===== config.mk =====
export PLATFORM = sky130hd
export DESIGN_NAME = uart_fifo_peripheral
export DESIGN_NICKNAME = d
export VERILOG_FILES = /design/src/rtl/uart_fifo_peripheral.sv
export SDC_FILE = /design/constraint.sdc
export NUM_CORES = 1
export LEC_CHECK = 0
export BUFFER_PORTS_ARGS = -buffer_cell sky130_fd_sc_hd__buf_4
export CAP_MARGIN = 5
export CORE_ASPECT_RATIO = 0.9
export CORE_UTILIZATION = 23
export CTS_BUF_LIST = sky130_fd_sc_hd__clkbuf_4 sky130_fd_sc_hd__clkbuf_8
export DETAILED_ROUTE_END_ITERATION = 10
export MAX_ROUTING_LAYER = met4
export SYNTH_ARGS = -nofsm -noshare
export SYNTH_HDL_FRONTEND = slang
export SYNTH_SLANG_ARGS = --single-unit

===== constraint.sdc =====
create_clock -name clk -period 4.88 [get_ports clk]
set_input_delay 0.732 -clock clk [delete_from_list [all_inputs] [get_ports clk]]
set_output_delay 0.732 -clock clk [all_outputs]
set_load 0.005 [all_outputs]

===== src/rtl/uart_fifo_peripheral.sv =====
// uart_fifo_peripheral: memory-mapped UART with TX/RX FIFOs, sticky error
// status, loopback and a level interrupt, on a req/gnt/rvalid slave port.
// Ports: clk, reset (async, active low); slave_data_* bus (addr/we/be/wdata
// in, rdata/rvalid/gnt out) with data_req_i; rxd_uart in, txd_uart out
// (idle high); irq_o registered level interrupt.
// axi_uart: 8N1 serial engine with AXI-stream byte ports. One bit lasts
// prescale*8 clocks. rst is asynchronous, active high.

module axi_uart (
  input  logic        clk,
  input  logic        rst,
  input  logic [7:0]  s_axis_tdata,
  input  logic        s_axis_tvalid,
  output logic        s_axis_tready,
  output logic [7:0]  m_axis_tdata,
  output logic        m_axis_tvalid,
  input  logic        m_axis_tready,
  input  logic        rxd,
  output logic        txd,
  output logic        tx_busy,
  output logic        rx_busy,
  output logic        rx_overrun_error,
  output logic        rx_frame_error,
  input  logic [15:0] prescale
);
  logic [18:0] bit_len;
  logic [8:0]  tx_sh_q, tx_sh_d;
  logic [3:0]  tx_bits_q, tx_bits_d, rx_bits_q, rx_bits_d;
  logic [18:0] tx_tmr_q, tx_tmr_d, rx_tmr_q, rx_tmr_d;
  logic        txd_q, txd_d, m_valid_q, m_valid_d, ovr_q, ovr_d, ferr_q, ferr_d;
  logic [1:0]  rxd_sync_q;
  logic [7:0]  rx_sh_q, rx_sh_d, m_data_q, m_data_d;
  logic        rx_s;

  // prescale 0 would give a zero-length bit; clamp to one prescale unit
  assign bit_len = (prescale == 16'd0) ? 19'd8 : {prescale, 3'b000};
  assign rx_s    = rxd_sync_q[1];

  assign tx_busy          = (tx_bits_q != 4'd0) || (tx_tmr_q != 19'd0);
  assign s_axis_tready    = !tx_busy;
  assign txd              = txd_q;
  assign rx_busy          = (rx_bits_q != 4'd0);
  assign m_axis_tdata     = m_data_q;
  assign m_axis_tvalid    = m_valid_q;
  assign rx_overrun_error = ovr_q;
  assign rx_frame_error   = ferr_q;

  // TX: start bit goes out on load, then 8 data bits and the stop bit are
  // shifted from tx_sh, each held for one bit time.
  always_comb begin
    tx_sh_d   = tx_sh_q;
    tx_bits_d = tx_bits_q;
    tx_tmr_d  = tx_tmr_q;
    txd_d     = txd_q;
    if (s_axis_tvalid && s_axis_tready) begin
      txd_d     = 1'b0;
      tx_sh_d   = {1'b1, s_axis_tdata};
      tx_bits_d = 4'd9;
      tx_tmr_d  = bit_len - 19'd1;
    end else if (tx_tmr_q != 19'd0) begin
      tx_tmr_d = tx_tmr_q - 19'd1;
    end else if (tx_bits_q != 4'd0) begin
      txd_d     = tx_sh_q[0];
      tx_sh_d   = {1'b1, tx_sh_q[8:1]};
      tx_bits_d = tx_bits_q - 4'd1;
      tx_tmr_d  = bit_len - 19'd1;
    end
  end

  // RX: on a falling edge wait half a bit, then sample start (10), 8 data
  // bits and stop (1) at bit centres.
  always_comb begin
    rx_bits_d = rx_bits_q;
    rx_tmr_d  = rx_tmr_q;
    rx_sh_d   = rx_sh_q;
    m_data_d  = m_data_q;
    m_valid_d = m_valid_q & ~m_axis_tready;
    ovr_d     = 1'b0;
    ferr_d    = 1'b0;
    if (rx_bits_q == 4'd0) begin
      if (!rx_s) begin
        rx_bits_d = 4'd10;
        rx_tmr_d  = {1'b0, bit_len[18:1]} - 19'd1;
      end
    end else if (rx_tmr_q != 19'd0) begin
      rx_tmr_d = rx_tmr_q - 19'd1;
    end else begin
      rx_tmr_d  = bit_len - 19'd1;
      rx_bits_d = rx_bits_q - 4'd1;
      if (rx_bits_q == 4'd10) begin
        if (rx_s) rx_bits_d = 4'd0;  // glitch, not a start bit
      end else if (rx_bits_q == 4'd1) begin
        if (rx_s) begin
          m_data_d  = rx_sh_q;
          m_valid_d = 1'b1;
          ovr_d     = m_valid_q & ~m_axis_tready;
        end else begin
          ferr_d = 1'b1;
        end
      end else begin
        rx_sh_d = {rx_s, rx_sh_q[7:1]};
      end
    end
  end

  always_ff @(posedge clk or posedge rst) begin
    if (rst) begin
      tx_sh_q <= '1; tx_bits_q <= '0; tx_tmr_q <= '0; txd_q <= 1'b1;
      rxd_sync_q <= 2'b11; rx_bits_q <= '0; rx_tmr_q <= '0; rx_sh_q <= '0;
      m_data_q <= '0; m_valid_q <= 1'b0; ovr_q <= 1'b0; ferr_q <= 1'b0;
    end else begin
      tx_sh_q <= tx_sh_d; tx_bits_q <= tx_bits_d; tx_tmr_q <= tx_tmr_d; txd_q <= txd_d;
      rxd_sync_q <= {rxd_sync_q[0], rxd};
      rx_bits_q <= rx_bits_d; rx_tmr_q <= rx_tmr_d; rx_sh_q <= rx_sh_d;
      m_data_q <= m_data_d; m_valid_q <= m_valid_d; ovr_q <= ovr_d; ferr_q <= ferr_d;
    end
  end
endmodule

module uart_fifo_peripheral #(
  parameter int          DATA_WIDTH       = 32,
  parameter int          ADDR_WIDTH       = 10,
  parameter int          TX_DEPTH         = 16,
  parameter int          RX_DEPTH         = 16,
  parameter logic [15:0] DEFAULT_PRESCALE = 16'd54
) (
  input  logic                  clk,
  input  logic                  reset,
  input  logic [ADDR_WIDTH-1:0] slave_data_addr_i,
  input  logic                  slave_data_we_i,
  input  logic [3:0]            slave_data_be_i,
  input  logic [DATA_WIDTH-1:0] slave_data_wdata_i,
  output logic [DATA_WIDTH-1:0] slave_data_rdata_o,
  output logic                  slave_data_rvalid_o,
  output logic                  slave_data_gnt_o,
  input  logic                  data_req_i,
  input  logic                  rxd_uart,
  output logic                  txd_uart,
  output logic                  irq_o
);
  localparam int TAW = $clog2(TX_DEPTH);
  localparam int RAW = $clog2(RX_DEPTH);

  logic [7:0] tx_mem [TX_DEPTH];
  logic [7:0] rx_mem [RX_DEPTH];

  logic [TAW:0]  tx_wp_q, tx_wp_d, tx_rp_q, tx_rp_d, tx_cnt;
  logic [RAW:0]  rx_wp_q, rx_wp_d, rx_rp_q, rx_rp_d, rx_cnt;
  logic          gnt_q, gnt_d, rvalid_q, rvalid_d, irq_q, irq_d, loop_q, loop_d;
  logic [31:0]   rdata_q, rdata_d, status;
  logic [3:0]    sticky_q, sticky_d, sticky_set, sticky_clr;  // {ovr,ferr,rx_ovf,tx_ovf}
  logic [15:0]   prescale_q, prescale_d;
  logic [2:0]    irq_en_q, irq_en_d;
  logic [7:0]    thresh_q, thresh_d, thr_eff, tx_cnt8, rx_cnt8;
  logic          acc, wr, rd, data_wr, tx_empty, tx_full, rx_empty, rx_full;
  logic          tx_push, tx_pop, rx_push, rx_pop;
  logic [1:0]    sel;
  logic          eng_tready, eng_mvalid, eng_txd, eng_rxd, eng_txb, eng_rxb, eng_ovr, eng_ferr;
  logic [7:0]    eng_mdata;
  logic          unused_bits;

  assign unused_bits = ^{slave_data_addr_i[ADDR_WIDTH-1:4], slave_data_addr_i[1:0],
                         slave_data_wdata_i[DATA_WIDTH-1:17]};

  assign tx_cnt   = tx_wp_q - tx_rp_q;
  assign rx_cnt   = rx_wp_q - rx_rp_q;
  assign tx_empty = (tx_cnt == '0);
  assign tx_full  = (tx_cnt == (TAW+1)'(TX_DEPTH));
  assign rx_empty = (rx_cnt == '0);
  assign rx_full  = (rx_cnt == (RAW+1)'(RX_DEPTH));
  assign tx_cnt8  = 8'(tx_cnt);
  assign rx_cnt8  = 8'(rx_cnt);
  assign thr_eff  = (thresh_q == 8'd0) ? 8'd1 : thresh_q;

  assign status = {rx_cnt8, tx_cnt8, 6'b0, eng_rxb, eng_txb, sticky_q,
                   rx_full, rx_empty, tx_full, tx_empty};

  // Loopback keeps the pin quiet while the engine talks to itself
  assign eng_rxd  = loop_q ? eng_txd : rxd_uart;
  assign txd_uart = loop_q ? 1'b1 : eng_txd;

  assign slave_data_gnt_o    = gnt_q;
  assign slave_data_rvalid_o = rvalid_q;
  assign slave_data_rdata_o  = DATA_WIDTH'(rdata_q);
  assign irq_o               = irq_q;

  always_comb begin
    acc     = data_req_i & ~gnt_q;
    sel     = slave_data_addr_i[3:2];
    wr      = acc & slave_data_we_i;
    rd      = acc & ~slave_data_we_i;
    data_wr = wr & (sel == 2'd0) & slave_data_be_i[0];
    // full/empty come from the pre-edge count, so a push to a full FIFO is
    // dropped even when a pop happens on the same edge
    tx_push = data_wr & ~tx_full;
    tx_pop  = eng_tready & ~tx_empty;
    rx_push = eng_mvalid & ~rx_full;
    rx_pop  = rd & (sel == 2'd0) & ~rx_empty;

    tx_wp_d = tx_wp_q + (TAW+1)'(tx_push);
    tx_rp_d = tx_rp_q + (TAW+1)'(tx_pop);
    rx_wp_d = rx_wp_q + (RAW+1)'(rx_push);
    rx_rp_d = rx_rp_q + (RAW+1)'(rx_pop);

    gnt_d    = acc;
    rvalid_d = acc;
    rdata_d  = '0;
    if (rd) begin
      case (sel)
        2'd0:    rdata_d = rx_empty ? 32'd0 : {1'b1, 23'b0, rx_mem[rx_rp_q[RAW-1:0]]};
        2'd1:    rdata_d = {15'b0, loop_q, prescale_q};
        2'd2:    rdata_d = status;
        default: rdata_d = {16'b0, thresh_q, 5'b0, irq_en_q};
      endcase
    end

    prescale_d = prescale_q;
    loop_d     = loop_q;
    irq_en_d   = irq_en_q;
    thresh_d   = thresh_q;
    if (wr && sel == 2'd1) begin
      if (slave_data_be_i[0]) prescale_d[7:0]  = slave_data_wdata_i[7:0];
      if (slave_data_be_i[1]) prescale_d[15:8] = slave_data_wdata_i[15:8];
      if (slave_data_be_i[2]) loop_d           = slave_data_wdata_i[16];
    end
    if (wr && sel == 2'd3) begin
      if (slave_data_be_i[0]) irq_en_d = slave_data_wdata_i[2:0];
      if (slave_data_be_i[1]) thresh_d = slave_data_wdata_i[15:8];
    end

    // set wins over a same-edge W1C
    sticky_set = {eng_ovr, eng_ferr, eng_mvalid & rx_full, data_wr & tx_full};
    sticky_clr = (wr && sel == 2'd2 && slave_data_be_i[0]) ? slave_data_wdata_i[7:4] : 4'd0;
    sticky_d   = (sticky_q & ~sticky_clr) | sticky_set;

    irq_d = (irq_en_q[0] & (rx_cnt8 >= thr_eff)) | (irq_en_q[1] & tx_empty) |
            (irq_en_q[2] & (|sticky_q));
  end

  always_ff @(posedge clk or negedge reset) begin
    if (!reset) begin
      tx_wp_q <= '0; tx_rp_q <= '0; rx_wp_q <= '0; rx_rp_q <= '0;
      gnt_q <= 1'b0; rvalid_q <= 1'b0; rdata_q <= '0; irq_q <= 1'b0;
      sticky_q <= '0; prescale_q <= DEFAULT_PRESCALE; loop_q <= 1'b0;
      irq_en_q <= '0; thresh_q <= '0;
    end else begin
      tx_wp_q <= tx_wp_d; tx_rp_q <= tx_rp_d; rx_wp_q <= rx_wp_d; rx_rp_q <= rx_rp_d;
      gnt_q <= gnt_d; rvalid_q <= rvalid_d; rdata_q <= rdata_d; irq_q <= irq_d;
      sticky_q <= sticky_d; prescale_q <= prescale_d; loop_q <= loop_d;
      irq_en_q <= irq_en_d; thresh_q <= thresh_d;
    end
  end

  always_ff @(posedge clk) begin
    if (tx_push) tx_mem[tx_wp_q[TAW-1:0]] <= slave_data_wdata_i[7:0];
    if (rx_push) rx_mem[rx_wp_q[RAW-1:0]] <= eng_mdata;
  end

  axi_uart u_uart (
    .clk              (clk),
    .rst              (~reset),
    .s_axis_tdata     (tx_mem[tx_rp_q[TAW-1:0]]),
    .s_axis_tvalid    (~tx_empty),
    .s_axis_tready    (eng_tready),
    .m_axis_tdata     (eng_mdata),
    .m_axis_tvalid    (eng_mvalid),
    .m_axis_tready    (1'b1),
    .rxd              (eng_rxd),
    .txd              (eng_txd),
    .tx_busy          (eng_txb),
    .rx_busy          (eng_rxb),
    .rx_overrun_error (eng_ovr),
    .rx_frame_error   (eng_ferr),
    .prescale         (prescale_q)
  );
endmodule


==> summary.txt <==
Synth
  – Yosys warning count: 0
  – Sequential area share after synthesis: 0.649
  – Most used DFF post-synth: edfxtp_1
  – Number of synthesized flops with an enable pin: about 260
  – Number of register bits inferred by synthesis: around 410
  – FFs w/ async S/R, synth: 0.379
  – Mapped Avg Cell Area: between 10 and 15 µm²
  – Post-synthesis cell area: ~0.018 mm²
  – Synth unique cells: 80
  – Number of instances in the synthesized netlist: 1225

STA
  – Minimum period implied by the final worst setup slack: 3890 ps
  – Transition time at the pin with the least slew margin: 885 ps
  – Number of hold-slack violations in the final timing report: 0
  – Max-slew violation total from the final report: 0
  – Worst Clk Skew: 46.7 ps
  – Final TNS setup: 0 ps
  – Slew margin rel.: 0.410
  – F_max: 257 MHz
  – Unrepaired setup endpoints after global routing: false
  – Fin worst setup slack: 993 ps
  – Share of the clock period used by the worst path: 0.797
  – Setup violators final: 0

Clock network
  – Root Buffer Master: clkbuf_8
  – TritonCTS clock tree: built
  – Number of hold-repair buffers added at the cts stage: 0
  – CTS H-Tree Depth: 3
  – Number of buffers on the longest clock path: 3
  – Post CTS Setup Buffer Count: 0
  – Post-cts sizing count: 0
  – Number of CTS-inserted buffers: 69
  – Clock transition time at the flip-flop clock pins of the worst setup and hold paths: roughly 60 ps
  – Clock latency on the worst-skew pair: around 660 ps
  – Clock sink count: between 400 and 500

GRT
  – Via count of the first global-routing pass: about 11000
  – Overall routing resource usage: 0.118
  – Initial antenna violation count: 4
  – Pin count of the biggest net entering global routing: 82
  – Global-route wire length before repair: slightly below 70000 µm
  – Gr ovfl total: 0

Setup path
  – Element type at the critical path end: flop
  – Startpoint kind of the worst setup timing path: flop
  – Critical register-to-register path endpoint: rx_mem[3][5]
  – Critical Setup Path Class: flop to flop
  – Crit path DAT: between 4000 and 5000 ps
  – CP Data Required Time: approximately 5000 ps
  – R2R depth: 10
  – Maximum fanout count along the critical path: 8
  – Reg-to-reg setup timing slack: approximately 990 ps
  – Critical register-to-register path startpoint: rx_wp_q[0]

Routing
  – DRT Pass-1 Iters: 5
  – Residual DRC count: 0
  – Post-detailed-route wirelength per cell: roughly 18 µm
  – Detail Route Antenna Nets: 0
  – Vias per std cell: around 4.5
  – Total number of vias: between 10000 and 15000
  – Violation count after the first detailed-route iteration: a little under 800
  – Final wirelength: about 44000 µm

Pwr
  – Static Leak: about 7.4 nW
  – Sw frac: 0.289
  – Fraction of power consumed by sequential logic: 0.465
  – Overall power of the completed layout: slightly above 9 mW
  – Clock share of power: 0.356
  – Combinational fraction of design power: 0.178
  – Internal Pwr Total: between 6 and 7 mW
  – Power per unit of standard cell area: 437 mW/mm²
  – Net switching power: around 2.7 mW
  – Maximum resistive drop on vdd: approximately 0.23 mV

Worst hold path
  – Class of the worst hold path: primary input to asynchronous set/reset pin

Place
  – Placer's final routability congestion estimate: 0.826
  – Number of input and output port buffers inserted: 57
  – Worst setup slack after placement: slightly below 1000 ps
  – DP Wirelength: between 30000 and 40000 µm

Final layout
  – Most frequent standard cell in the layout excluding fill and tap cells: edfxtp_1
  – Synth-to-layout area growth: 17.7%
  – Highest-count cells in the layout ignoring fill and taps: edfxtp_1, dfrtp_1, nor2_1, clkbuf_8, nand2_1
  – Ratio of cells with drive above 1 in the final layout: 0.249
  – Filler cell count: 7871
  – Util after Layout: 0.275
  – Count of nets after finishing: around 1400

Die
  – Total Die Area: 0.0789 mm²
  – Core Region: 0.0766 mm²
  – Die width: ~300 µm
  – Initial core utilization: 0.233
  – Number of placement rows: 96
  – Top-level port count: just under 90
  – Die height: 267 µm

Status
  – Result of the run: finished, final reports clean

Flow run
  – Max-capacitance violation count: 0
==> flip-flops by register name, summed over array words and instances, names as in the netlist, 2 cells and up <==
| register | flops |
|---|---|
| tx_rp_q | 5 |
| tx_mem | 128 |
| u_uart.tx_tmr_q | 19 |
| u_uart.m_axis_tdata | 8 |
| tx_wp_q | 5 |
| thresh_q | 8 |
| prescale_q | 16 |
| rx_wp_q | 5 |
| u_uart.rx_sh_q | 8 |
| u_uart.rxd_sync_q | 2 |
| u_uart.tx_sh_q | 8 |
| u_uart.tx_bits_q | 4 |
| sticky_q | 4 |
| u_uart.rx_bits_q | 4 |
| u_uart.rx_tmr_q | 19 |
| slave_data_rdata_o | 27 |
| rx_rp_q | 5 |
| rx_mem | 128 |
| irq_en_q | 3 |
==> cells in the mapped netlist (33+ instances only) <==
cell / number / area share
nor3_1: 34 / 0.0095
mux2i_1: 43 / 0.024
inv_1: 33 / 0.0069
mux4_2: 56 / 0.071
clkbuf_1: 34 / 0.0071
nand2_1: 73 / 0.015
nor2_1: 90 / 0.019
mux2_2: 41 / 0.026
edfxtp_1: 256 / 0.43
o21ai_0: 42 / 0.012
dfrtp_1: 141 / 0.20
==> logic make-up after synthesis <==
kind of cell | Yosys count | share of synthesized area
compound gates | 182 | 0.0684
xor+xnor | 45 | 0.0220
fa+ha+maj | 32 | 0.0232
buf+inv | 90 | 0.0209
flops | 412 | 0.649
mux | 141 | 0.121
other cells | 1 | 0.000210
simple gates | 322 | 0.0946
==> worst max-delay path by stage <==
stage | start | end | cells past startpoint
after floorplan | rx_rp_q[1] | rx_mem[0][0] | 10
after global placement | rx_wp_q[0] | rx_mem[2][5] | 10
after detailed placement | rx_wp_q[0] | rx_mem[3][5] | 10
after CTS | tx_rp_q[2] | tx_mem[3][7] | 9
after global routing | prescale_q[4] | u_uart.rx_tmr_q[12] | 11
final | rx_wp_q[0] | rx_mem[3][5] | 10
==> per-stage QoR <==
| step | instances | instance area [µm²] | hold slack [ps] |
|---|---|---|---|
| 6_report | 2412 | 21000 | 128 |
| 5_1_grt | 2412 | 21000 | 163 |
| 4_1_cts | 2407 | 21000 | 150 |
| 3_5_place_dp | 2279 | 19500 | 350 |
| 3_3_place_gp | 2279 | 19500 | 351 |
| 2_1_floorplan | 1229 | 17900 | 345 |
==> critical path, stage by stage (launching register included) <==
cell      delay [ps]
dfrtp_1          460
inv_1            150
ha_1             180
inv_1             60
fa_1             400
a21o_1           170
a21oi_1          170
xnor2_1          180
o211ai_1         360
or4b_2           700
nor2_1           660
==> power groups by stage <==
stage | clock network [mW] | registers (mW) | logic, mW
finish | 3.28 | 4.28 | 1.64
global placement | 0 | 4.32 | 1.61
floorplan | 0 | 4.23 | 1.21
detailed placement | 0 | 4.33 | 1.65
global route | 3.52 | 4.31 | 1.81
CTS | 3.36 | 4.27 | 1.66
==> layout make-up <==
| class | count | area [µm²] | share of cell area |
|---|---|---|---|
| clock buffers | 105 | 1260 | 0.0600 |
| diodes | 3 | 7.51 | 0.000357 |
| well taps | 1029 | 1290 | 0.0612 |
| clock inverters | 23 | 245 | 0.0117 |
| repair buffers | 76 | 582 | 0.0276 |
| flip-flops and latches | 412 | 11600 | 0.552 |
| multi-input cells | 727 | 5910 | 0.281 |
| inverters | 37 | 139 | 0.00660 |
==> layer usage <==
layer | wire (µm) | vias to the layer above | global-route usage
met5 | 0 | - | -
met4 | 929 | 0 | 0.0364
met3 | 3190 | 80 | 0.0327
met2 | 20200 | 344 | 0.173
met1 | 20000 | 5538 | 0.157
li1 | - | 4884 | -
No activity file was read; power rests on OpenSTA's default activity.
